--- src/rtl/hdmi_timing_gen_if.sv ---
// Raster timing bundle between the timing generator and the display stages.
// Carries the run request into the generator and the aligned x/y/sync/de/strobe outputs back.
// master = generator side (drives timing, samples enable); slave = consumer side.
interface hdmi_timing_gen_if #(
    parameter int HBW = 12,
    parameter int VBW = 11
);
    logic           enable;
    logic [HBW-1:0] x;
    logic [VBW-1:0] y;
    logic           hsync;
    logic           vsync;
    logic           de;
    logic           line_start;
    logic           frame_start;
    logic [15:0]    frame_count;

    modport master (
        input  enable,
        output x, y, hsync, vsync, de, line_start, frame_start, frame_count
    );

    modport slave (
        output enable,
        input  x, y, hsync, vsync, de, line_start, frame_start, frame_count
    );
endinterface

--- src/rtl/hdmi_timing_gen.sv ---
// Raster timing generator: pixel x/y counters plus hsync/vsync/de and line/frame strobes.
// Latency: every output is registered and aligned to the same (x, y); one edge from enable to first pixel.
// No backpressure: free-runs one pixel per clock; enable is only honoured in IDLE and on a frame's last pixel.
// Ports: clock (pixel clock), reset (async, active-high), tim (hdmi_timing_gen_if.master).
module hdmi_timing_gen #(
    parameter int   H_ACTIVE = 1920,
    parameter int   H_FP     = 88,
    parameter int   H_SYNC   = 44,
    parameter int   H_BP     = 148,
    parameter int   V_ACTIVE = 1080,
    parameter int   V_FP     = 4,
    parameter int   V_SYNC   = 5,
    parameter int   V_BP     = 36,
    parameter logic HS_POL   = 1'b1,
    parameter logic VS_POL   = 1'b1,
    parameter int   HBW      = $clog2(H_ACTIVE + H_FP + H_SYNC + H_BP),
    parameter int   VBW      = $clog2(V_ACTIVE + V_FP + V_SYNC + V_BP)
) (
    input  logic              clock,
    input  logic              reset,
    hdmi_timing_gen_if.master tim
);

    localparam int H_TOTAL = H_ACTIVE + H_FP + H_SYNC + H_BP;
    localparam int V_TOTAL = V_ACTIVE + V_FP + V_SYNC + V_BP;

    // Boundaries sized to the counters so every compare is width-matched.
    localparam logic [HBW-1:0] X_LAST  = HBW'(H_TOTAL - 1);
    localparam logic [HBW-1:0] X_ACT   = HBW'(H_ACTIVE);
    localparam logic [HBW-1:0] HS_BEG  = HBW'(H_ACTIVE + H_FP);
    localparam logic [HBW-1:0] HS_END  = HBW'(H_ACTIVE + H_FP + H_SYNC);
    localparam logic [VBW-1:0] Y_LAST  = VBW'(V_TOTAL - 1);
    localparam logic [VBW-1:0] Y_ACT   = VBW'(V_ACTIVE);
    localparam logic [VBW-1:0] VS_BEG  = VBW'(V_ACTIVE + V_FP);
    localparam logic [VBW-1:0] VS_END  = VBW'(V_ACTIVE + V_FP + V_SYNC);

    typedef enum logic [0:0] {
        ST_IDLE = 1'b0,
        ST_RUN  = 1'b1
    } state_t;

    state_t         state_q, state_d;
    logic [HBW-1:0] x_q, x_d;
    logic [VBW-1:0] y_q, y_d;
    logic [15:0]    frame_count_q, frame_count_d;
    logic           hsync_q, vsync_q, de_q, line_start_q, frame_start_q;
    logic           run_d;
    logic           last_px;

    assign last_px = (x_q == X_LAST) && (y_q == Y_LAST);

    // Next coordinate/state. Outputs are then derived from the *next* coordinate
    // so that every registered output describes the same pixel as x_q/y_q.
    always_comb begin
        state_d       = state_q;
        x_d           = '0;
        y_d           = '0;
        frame_count_d = frame_count_q;
        case (state_q)
            ST_IDLE: begin
                if (tim.enable) begin
                    state_d = ST_RUN;
                end
            end
            ST_RUN: begin
                if (x_q == X_LAST) begin
                    x_d = '0;
                    y_d = (y_q == Y_LAST) ? '0 : y_q + VBW'(1);
                end else begin
                    x_d = x_q + HBW'(1);
                    y_d = y_q;
                end
                // Frame boundary: the only point where a stop request is honoured.
                if (last_px) begin
                    frame_count_d = frame_count_q + 16'd1;
                    if (!tim.enable) begin
                        state_d = ST_IDLE;
                    end
                end
            end
            default: begin
                state_d = ST_IDLE;
            end
        endcase
    end

    assign run_d = (state_d == ST_RUN);

    always_ff @(posedge clock or posedge reset) begin
        if (reset) begin
            state_q       <= ST_IDLE;
            x_q           <= '0;
            y_q           <= '0;
            frame_count_q <= '0;
            hsync_q       <= ~HS_POL;
            vsync_q       <= ~VS_POL;
            de_q          <= 1'b0;
            line_start_q  <= 1'b0;
            frame_start_q <= 1'b0;
        end else begin
            state_q       <= state_d;
            x_q           <= x_d;
            y_q           <= y_d;
            frame_count_q <= frame_count_d;
            de_q          <= run_d && (x_d < X_ACT) && (y_d < Y_ACT);
            hsync_q       <= (run_d && (x_d >= HS_BEG) && (x_d < HS_END)) ? HS_POL : ~HS_POL;
            // vsync depends on y only, so it switches at x==0 and spans whole lines.
            vsync_q       <= (run_d && (y_d >= VS_BEG) && (y_d < VS_END)) ? VS_POL : ~VS_POL;
            line_start_q  <= run_d && (x_d == '0);
            frame_start_q <= run_d && (x_d == '0) && (y_d == '0);
        end
    end

    assign tim.x           = x_q;
    assign tim.y           = y_q;
    assign tim.hsync       = hsync_q;
    assign tim.vsync       = vsync_q;
    assign tim.de          = de_q;
    assign tim.line_start  = line_start_q;
    assign tim.frame_start = frame_start_q;
    assign tim.frame_count = frame_count_q;

endmodule

--- src/flat_wrapper.sv ---
// flat-port wrapper written by rule: the top's interface ports become plain ports
module hdmi_timing_gen_flat 
#(
    parameter int   H_ACTIVE = 1920,
    parameter int   H_FP     = 88,
    parameter int   H_SYNC   = 44,
    parameter int   H_BP     = 148,
    parameter int   V_ACTIVE = 1080,
    parameter int   V_FP     = 4,
    parameter int   V_SYNC   = 5,
    parameter int   V_BP     = 36,
    parameter logic HS_POL   = 1'b1,
    parameter logic VS_POL   = 1'b1,
    parameter int   HBW      = $clog2(H_ACTIVE + H_FP + H_SYNC + H_BP),
    parameter int   VBW      = $clog2(V_ACTIVE + V_FP + V_SYNC + V_BP)
)
  (clock, reset, tim_enable, tim_x, tim_y, tim_hsync, tim_vsync, tim_de, tim_line_start, tim_frame_start, tim_frame_count);
  hdmi_timing_gen_if #(.HBW(HBW), .VBW(VBW)) tim_i ();
  input  logic clock;
  input  logic reset;
  input wire logic [$bits(tim_i.enable)-1:0] tim_enable;
  output wire logic [$bits(tim_i.x)-1:0] tim_x;
  output wire logic [$bits(tim_i.y)-1:0] tim_y;
  output wire logic [$bits(tim_i.hsync)-1:0] tim_hsync;
  output wire logic [$bits(tim_i.vsync)-1:0] tim_vsync;
  output wire logic [$bits(tim_i.de)-1:0] tim_de;
  output wire logic [$bits(tim_i.line_start)-1:0] tim_line_start;
  output wire logic [$bits(tim_i.frame_start)-1:0] tim_frame_start;
  output wire logic [$bits(tim_i.frame_count)-1:0] tim_frame_count;
  assign tim_i.enable = tim_enable;
  assign tim_x = tim_i.x;
  assign tim_y = tim_i.y;
  assign tim_hsync = tim_i.hsync;
  assign tim_vsync = tim_i.vsync;
  assign tim_de = tim_i.de;
  assign tim_line_start = tim_i.line_start;
  assign tim_frame_start = tim_i.frame_start;
  assign tim_frame_count = tim_i.frame_count;
  hdmi_timing_gen #(.H_ACTIVE(H_ACTIVE), .H_FP(H_FP), .H_SYNC(H_SYNC), .H_BP(H_BP), .V_ACTIVE(V_ACTIVE), .V_FP(V_FP), .V_SYNC(V_SYNC), .V_BP(V_BP), .HS_POL(HS_POL), .VS_POL(VS_POL), .HBW(HBW), .VBW(VBW)) u_core (.clock(clock), .reset(reset), .tim(tim_i));
endmodule
--- config.mk ---
export PLATFORM = sky130hd
export DESIGN_NAME = hdmi_timing_gen_flat
export DESIGN_NICKNAME = d
export VERILOG_FILES = /design/src/rtl/hdmi_timing_gen_if.sv /design/src/rtl/hdmi_timing_gen.sv /design/src/flat_wrapper.sv
export SDC_FILE = /design/constraint.sdc
export NUM_CORES = 1
export LEC_CHECK = 0
export CORE_MARGIN = 3
export CORE_UTILIZATION = 55
export DETAILED_ROUTE_END_ITERATION = 8
export PLACE_DENSITY = 0.82
export SETUP_SLACK_MARGIN = 0.1
export SLEW_MARGIN = 25
export SYNTH_ARGS = -nofsm -noshare
export SYNTH_HDL_FRONTEND = slang
export SYNTH_SLANG_ARGS = --single-unit
--- constraint.sdc ---
create_clock -name clock -period 4.5 [get_ports clock]
set_input_delay 0.675 -clock clock [delete_from_list [all_inputs] [get_ports clock]]
set_output_delay 0.675 -clock clock [all_outputs]
set_load 0.02 [all_outputs]
## Word-level counts from Yosys, hierarchy flattened

Index checks and enable logic that the tools add are counted.

| storage, ports and cells | value |
|---|---|
| register bits | 45 |
| input bits | 3 |
| word-level logic and storage cells | 43 |
| output and inout bits | 44 |

| cells by class | value |
|---|---|
| $lt $le $gt $ge | 6 |
| add/subtract/negate cells | 3 |
| reductions and logical operators | 12 |
| multiplexer cells | 10 |
| eq/ne operators | 2 |
| bitwise operators | 1 |

Operator list:

| operator | count |
|---|---|
| $mux 11 | 3 |
| $mux 12 | 2 |
| $lt 11x11->1 const B | 2 |
| $add 16x1->16 const B | 1 |
| $add 12x1->12 const B | 1 |
| $eq 12x12->1 const B | 1 |
| $ge 12x11->1 const B | 1 |
| $logic_not 12->1 | 1 |
| $lt 12x11->1 const B | 1 |
| $lt 12x12->1 const B | 1 |
| $add 11x1->11 const B | 1 |
| $eq 11x11->1 const B | 1 |
| $ge 11x11->1 const B | 1 |
| $logic_not 11->1 | 1 |
| $logic_and 1x1->1 | 9 |
| $mux 1 | 4 |
| $pmux 1 s2 | 1 |
| $reduce_and 2->1 | 1 |
| $not 1->1 | 1 |

## Depth between registers and ports, before layout

| logic depth | value |
|---|---|
| depth after elaboration | 8 |
| depth in mapped cells | 10 |
| depth with buffers taken out | 8 |

## Worst setup path before layout

OpenSTA, ideal clock, no wires.

| path | value |
|---|---|
| kind | reg2reg |
| start point | register u_core.x_q[0] (netlist: u_core.tim.x[0]) |
| end point | register u_core.vsync_q (netlist: u_core.tim.vsync) |
| required time | 4.406 ns |
| buffers on the path | 2 |
| path slack | 2.016 ns |
| setup time | 0.094 ns |
| cell stages (with the launch flop) | 10 |
| arrival time | 2.390 ns |
| clock period less this slack | 2.484 ns |
| path through | dfrtp_1 ha_1 buf_2 and4bb_1 buf_4 nand3_4 o21ai_1 or4_4 o2bb2a_4 nor4b_4 |

| between the ends | value |
|---|---|
| cells in the longest elaborated chain, start to end | 7 |
| elaborated cells on any way between the ends | 11 |
| those cells by class | order compare (2); eq/ne (1); mux (5); reduce/logical (3) |

Ends and longest elaborated chain:

| element | RTL line | source |
|---|---|---|
| start: declaration | hdmi_timing_gen.sv:43 | `logic [HBW-1:0] x_q, x_d;` |
| start signal: assignment | hdmi_timing_gen.sv:92 | `x_q <= '0;` |
| start signal: assignment | hdmi_timing_gen.sv:102 | `x_q <= x_d;` |
| $eq 12x12->1 * | hdmi_timing_gen.sv:50, hdmi_timing_gen.sv:66 |  |
| $mux 11 or $logic_and 1x1->1 (tied branches) | hdmi_timing_gen.sv:66, hdmi_timing_gen.sv:50 |  |
| $mux 11 or $mux 1 (tied branches) | hdmi_timing_gen.sv:59, hdmi_timing_gen.sv:74 |  |
| $ge 11x11->1 or $pmux 1 s2 (tied branches) | hdmi_timing_gen.sv:108, hdmi_timing_gen.sv:59 |  |
| $logic_and 1x1->1 | hdmi_timing_gen.sv:108 | `vsync_q <= (run_d && (y_d >= VS_BEG) && (y_d < VS_END)) ? VS_POL : ~VS_POL;` |
| $logic_and 1x1->1 * | hdmi_timing_gen.sv:108 |  |
| $mux 1 * | hdmi_timing_gen.sv:108 |  |
| end signal: assignment | hdmi_timing_gen.sv:96 | `vsync_q <= ~VS_POL;` |
| end signal: assignment | hdmi_timing_gen.sv:108 |  |
| end: declaration | hdmi_timing_gen.sv:46 | `logic hsync_q, vsync_q, de_q, line_start_q, frame_start_q;` |

Mark *: on every way between the ends. The rest lies on a longest branch, timed or not.
A chain may end at the register's enable or synchronous reset.

## Final worst setup path

| path | value |
|---|---|
| start point | register u_core.x_q[0] (netlist: u_core.tim.x[0]) |
| end point | register u_core.de_q (netlist: u_core.tim.de) |

| between the ends | value |
|---|---|
| cells in the longest elaborated chain, start to end | 6 |
| elaborated cells on any way between the ends | 13 |
| those cells by class | add/sub (1); order compare (2); eq/ne (1); mux (6); reduce/logical (3) |

Ends and longest elaborated chain:

| element | RTL line | source |
|---|---|---|
| $add 12x1->12 or $eq 12x12->1 (tied branches) | hdmi_timing_gen.sv:70, hdmi_timing_gen.sv:50, hdmi_timing_gen.sv:66 |  |
| $mux 12 or $logic_and 1x1->1 (tied branches) | hdmi_timing_gen.sv:66, hdmi_timing_gen.sv:50 |  |
| $mux 12 or $mux 1 (tied branches) | hdmi_timing_gen.sv:59, hdmi_timing_gen.sv:74 |  |
| $lt 12x11->1 or $pmux 1 s2 (tied branches) | hdmi_timing_gen.sv:105, hdmi_timing_gen.sv:59 |  |
| $logic_and 1x1->1 | hdmi_timing_gen.sv:105 | `de_q <= run_d && (x_d < X_ACT) && (y_d < Y_ACT);` |
| $logic_and 1x1->1 * | hdmi_timing_gen.sv:105 |  |
| end signal: assignment | hdmi_timing_gen.sv:105 |  |
| end: declaration | hdmi_timing_gen.sv:46 |  |

Marks and branches as above.

==> results.md <==
- Synth Area in Adders: 1.951%
- CTS Hold Buffers Added: 0
- Final instance area: 3104 µm²
- First-pass GRT wire length: 8714 µm
- Max Cap Viol: 0
- Mapped Area: 2565 µm²
- Post-CTS sizing: 0
- Final design utilization: a little over two thirds
- Routed Antenna Nets: 0
- DRT iter0 DRCs: 114
- N_diodes: 0
- DR vias: 2,020
- Clock slew at reported path FFs: roughly 0.090 ns
- Dpl cell area: roughly 3000 µm²
- Setup Fix Bufs, Post-CTS: 0
- Commonest non-fill, non-tap cell in the layout: clkdlybuf4s50_1
- Hpwl dp: 3961 µm
- Hold_ws: between 0.4 and 0.5 ns
- CP Launch Type: register
- Switching part of the total: 20.09%
- Synth warn: 0
- Core area: 4414 µm²
- Cell row count: 24
- Highest Clock Rate: 323.6 MHz
- WL final: 5363 µm
- Final setup violation count: 0
- Clock buffer depth: 2
- First-pass detailed-route iteration total: 4
- Final hold vios: 0
- Global route total overflow: 0
- Flops & latches, synth: 45
- Min Clock Period, post-route: 3.090 ns
- Final layout net count: 301
- Ports: 47
- Number of global-route vias before repair: 1,860
- Max rail drop VDD: 0.2189 mV
- Inserted Clock Buffers: 5
- Commonest cells after routing, fill and taps aside: clkdlybuf4s50_1, dfrtp_1, nor2_1
- Initial Utilization: slightly below 60%
- Final worst slack: between 1 and 1.5 ns
- Worst-Skew Late Latency: 0.30 ns
- Critical path required time: 4.68 ns
- Ys flop type: dfrtp_1
- Layout Skew: around 0.0082 ns
- Fin crit share: 68.67%
- CTS tree: built
- Largest family of logic cells by synthesized area: simple AND/OR/NAND/NOR gates
- Clock power frac: 42.3%
- Total track usage: 20.34%
- Max Slew Vio Count: 0
- Initial antenna violation count: 0
- Setup TNS: 0 ns
- Seq pwr share: 56.4%
- Int Pwr: between 500 and 600 µW
- Simple logic cell fraction of the synthesized area: between 20% and 30%
- RSZ-0062 raised after global routing: no
- Post-place setup slack: roughly 1.5 ns
- H-tree depth: 2
- Net switching power: 144.0 µW
- Die ar.: 5519 µm²
- Area delta synth->final: 21.02%
- Post-synthesis async set-or-reset flop share: 100.0%
- Width of the die: 74.29 µm
- Largest net degree at the start of global routing: 46
- Clock root cell: clkbuf_8
- Syn_area_per_cell: 10.06 µm²
- Die height: 74.29 µm
- IO buf count: 46
- Status: finished clean
- Post-synthesis sequential area ratio: between 40% and 50%
- Crit path capture type: register
- DR WL/cell: 15.46 µm
- RePlAce Congestion: about 0.9
- Yosys cell types: between 50 and 60
- Vias/cell: between 5 and 6
- Syn nets: between 200 and 300
- Critical setup path kind: reg -> reg
- DRC Markers: 0
- Synth Area in Compound Gates: 7.854%
- EDFF count, synth: 0
- XOR/XNOR Fraction of Synth Area: a little under an eighth
- Pwr Density: 230.9 nW/µm²
- CP arrival: approximately 3.3 ns
- Mux contribution to synthesized area: roughly 1.2%
- Measured slew at the worst slew-check pin: approximately 0.95 ns
- Gate power share: 1.4%
- Syn Inst Count: 255
- CP max FO: 14
- CTS Sinks: 45
- Share of cells above drive strength 1: around 8.8%
- Slew Limit Headroom: about 36%
- Leakage: 0.001305 µW
- Hold Crit Class: reg -> reg
-- flip-flops by register name, summed over array words and instances (netlist names) --
signal / flops
u_core.tim.frame_count: 16
u_core.tim.de: 1
u_core.tim.x: 12
u_core.tim.vsync: 1
u_core.tim.y: 11
u_core.state_q: 1
u_core.tim.hsync: 1
u_core.tim.frame_start: 1
u_core.tim.line_start: 1
-- final cells by class --
type	instances	area, µm²
Sequential cell	45	1126
Clock inverter	2	38.79
Tap cell	52	65.06
Timing Repair Buffer	47	467.9
Fill cell	351	1310
Multi-Input combinational cell	186	1300
Clock buffer	6	72.57
Inverter	9	33.78
-- worst paths after layout --
check                                                       start                                      to  slack [ns]  depth (start not counted)
setup / recovery                        u_core.tim.x[0]$_DFF_PP0_                 u_core.tim.de$_DFF_PP0_        1.41                          7
hold / removal             u_core.tim.frame_count[15]$_DFFE_PP0P_  u_core.tim.frame_count[15]$_DFFE_PP0P_        0.49                          1
setup reg to reg                        u_core.tim.x[0]$_DFF_PP0_                 u_core.tim.de$_DFF_PP0_        1.41                          7
hold reg to reg            u_core.tim.frame_count[15]$_DFFE_PP0P_  u_core.tim.frame_count[15]$_DFFE_PP0P_        0.49                          1
max in group asynchronous                                   reset               u_core.tim.y[3]$_DFF_PP0_        3.31                          3
min in group asynchronous                                   reset   u_core.tim.frame_count[3]$_DFFE_PP0P_        0.81                          3
-- per-stage QoR --
| step | power [µW] | instances |
|---|---|---|
| final | 716.7 | 347 |
| after global routing | 737.0 | 347 |
| after CTS | 725.7 | 347 |
| after detailed placement | 422.7 | 339 |
| after global placement | 422.5 | 339 |
| after floorplan | 418.0 | 255 |
-- cells by family after synthesis --
family | Yosys count
flops | 45
mux | 3
buf+inv | 24
xor+xnor | 34
compound gates | 28
fa+ha+maj | 4
simple gates | 117
-- routing by layer --
metal / up-vias / GRT usage (%) / part of all wire (%)
li1: 980 / - / -
met1: 978 / 26.95 / 45
met2: 52 / 33.66 / 49
met3: 10 / 4.595 / 4.4
met4: 0 / 5.731 / 1.5
met5: - / 0 / 0
-- cells in the mapped netlist (all sizes together) (2+ instances only) --
cell,n,share of area [%]
or3,3,0.78
clkbuf,4,0.98
o31a,2,0.68
and4bb,5,2.4
inv,9,1.3
xnor2,20,6.8
nor4,7,1.7
mux2i,2,0.78
nor4b,3,1.6
and2,3,0.73
nor3,6,1.2
o31ai,2,0.59
dfrtp,45,44
o21bai,2,0.59
nor2b,2,0.49
nand4,11,2.9
xor2,14,4.8
buf,11,3.4
nand3,16,3.6
nor2,25,3.7
and4,5,1.8
nand2,17,2.5
ha,4,2.0
a21oi,5,0.98
a31oi,4,0.98
o21ai,5,0.98
and3,9,2.3
-- power by group through the flow --
stage               combinational, µW  clock, µW  sequential [µW]
detailed placement               10.7          0              412
global placement                 10.5          0              412
global route                     11.6        321              404
finish                           9.80        303              404
floorplan                        5.93          0              412
CTS                              10.7        311              404
-- critical path, cell delays in order (launching register included) --
cell,delay [ns]
dfrtp_1,0.46
ha_1,0.39
and4bb_1,0.44
nand3_4,0.17
o21ai_1,0.78
o21bai_1,0.32
a31oi_1,0.10
nor4_1,0.31
Note: power is estimated with default switching activity, not from simulation.
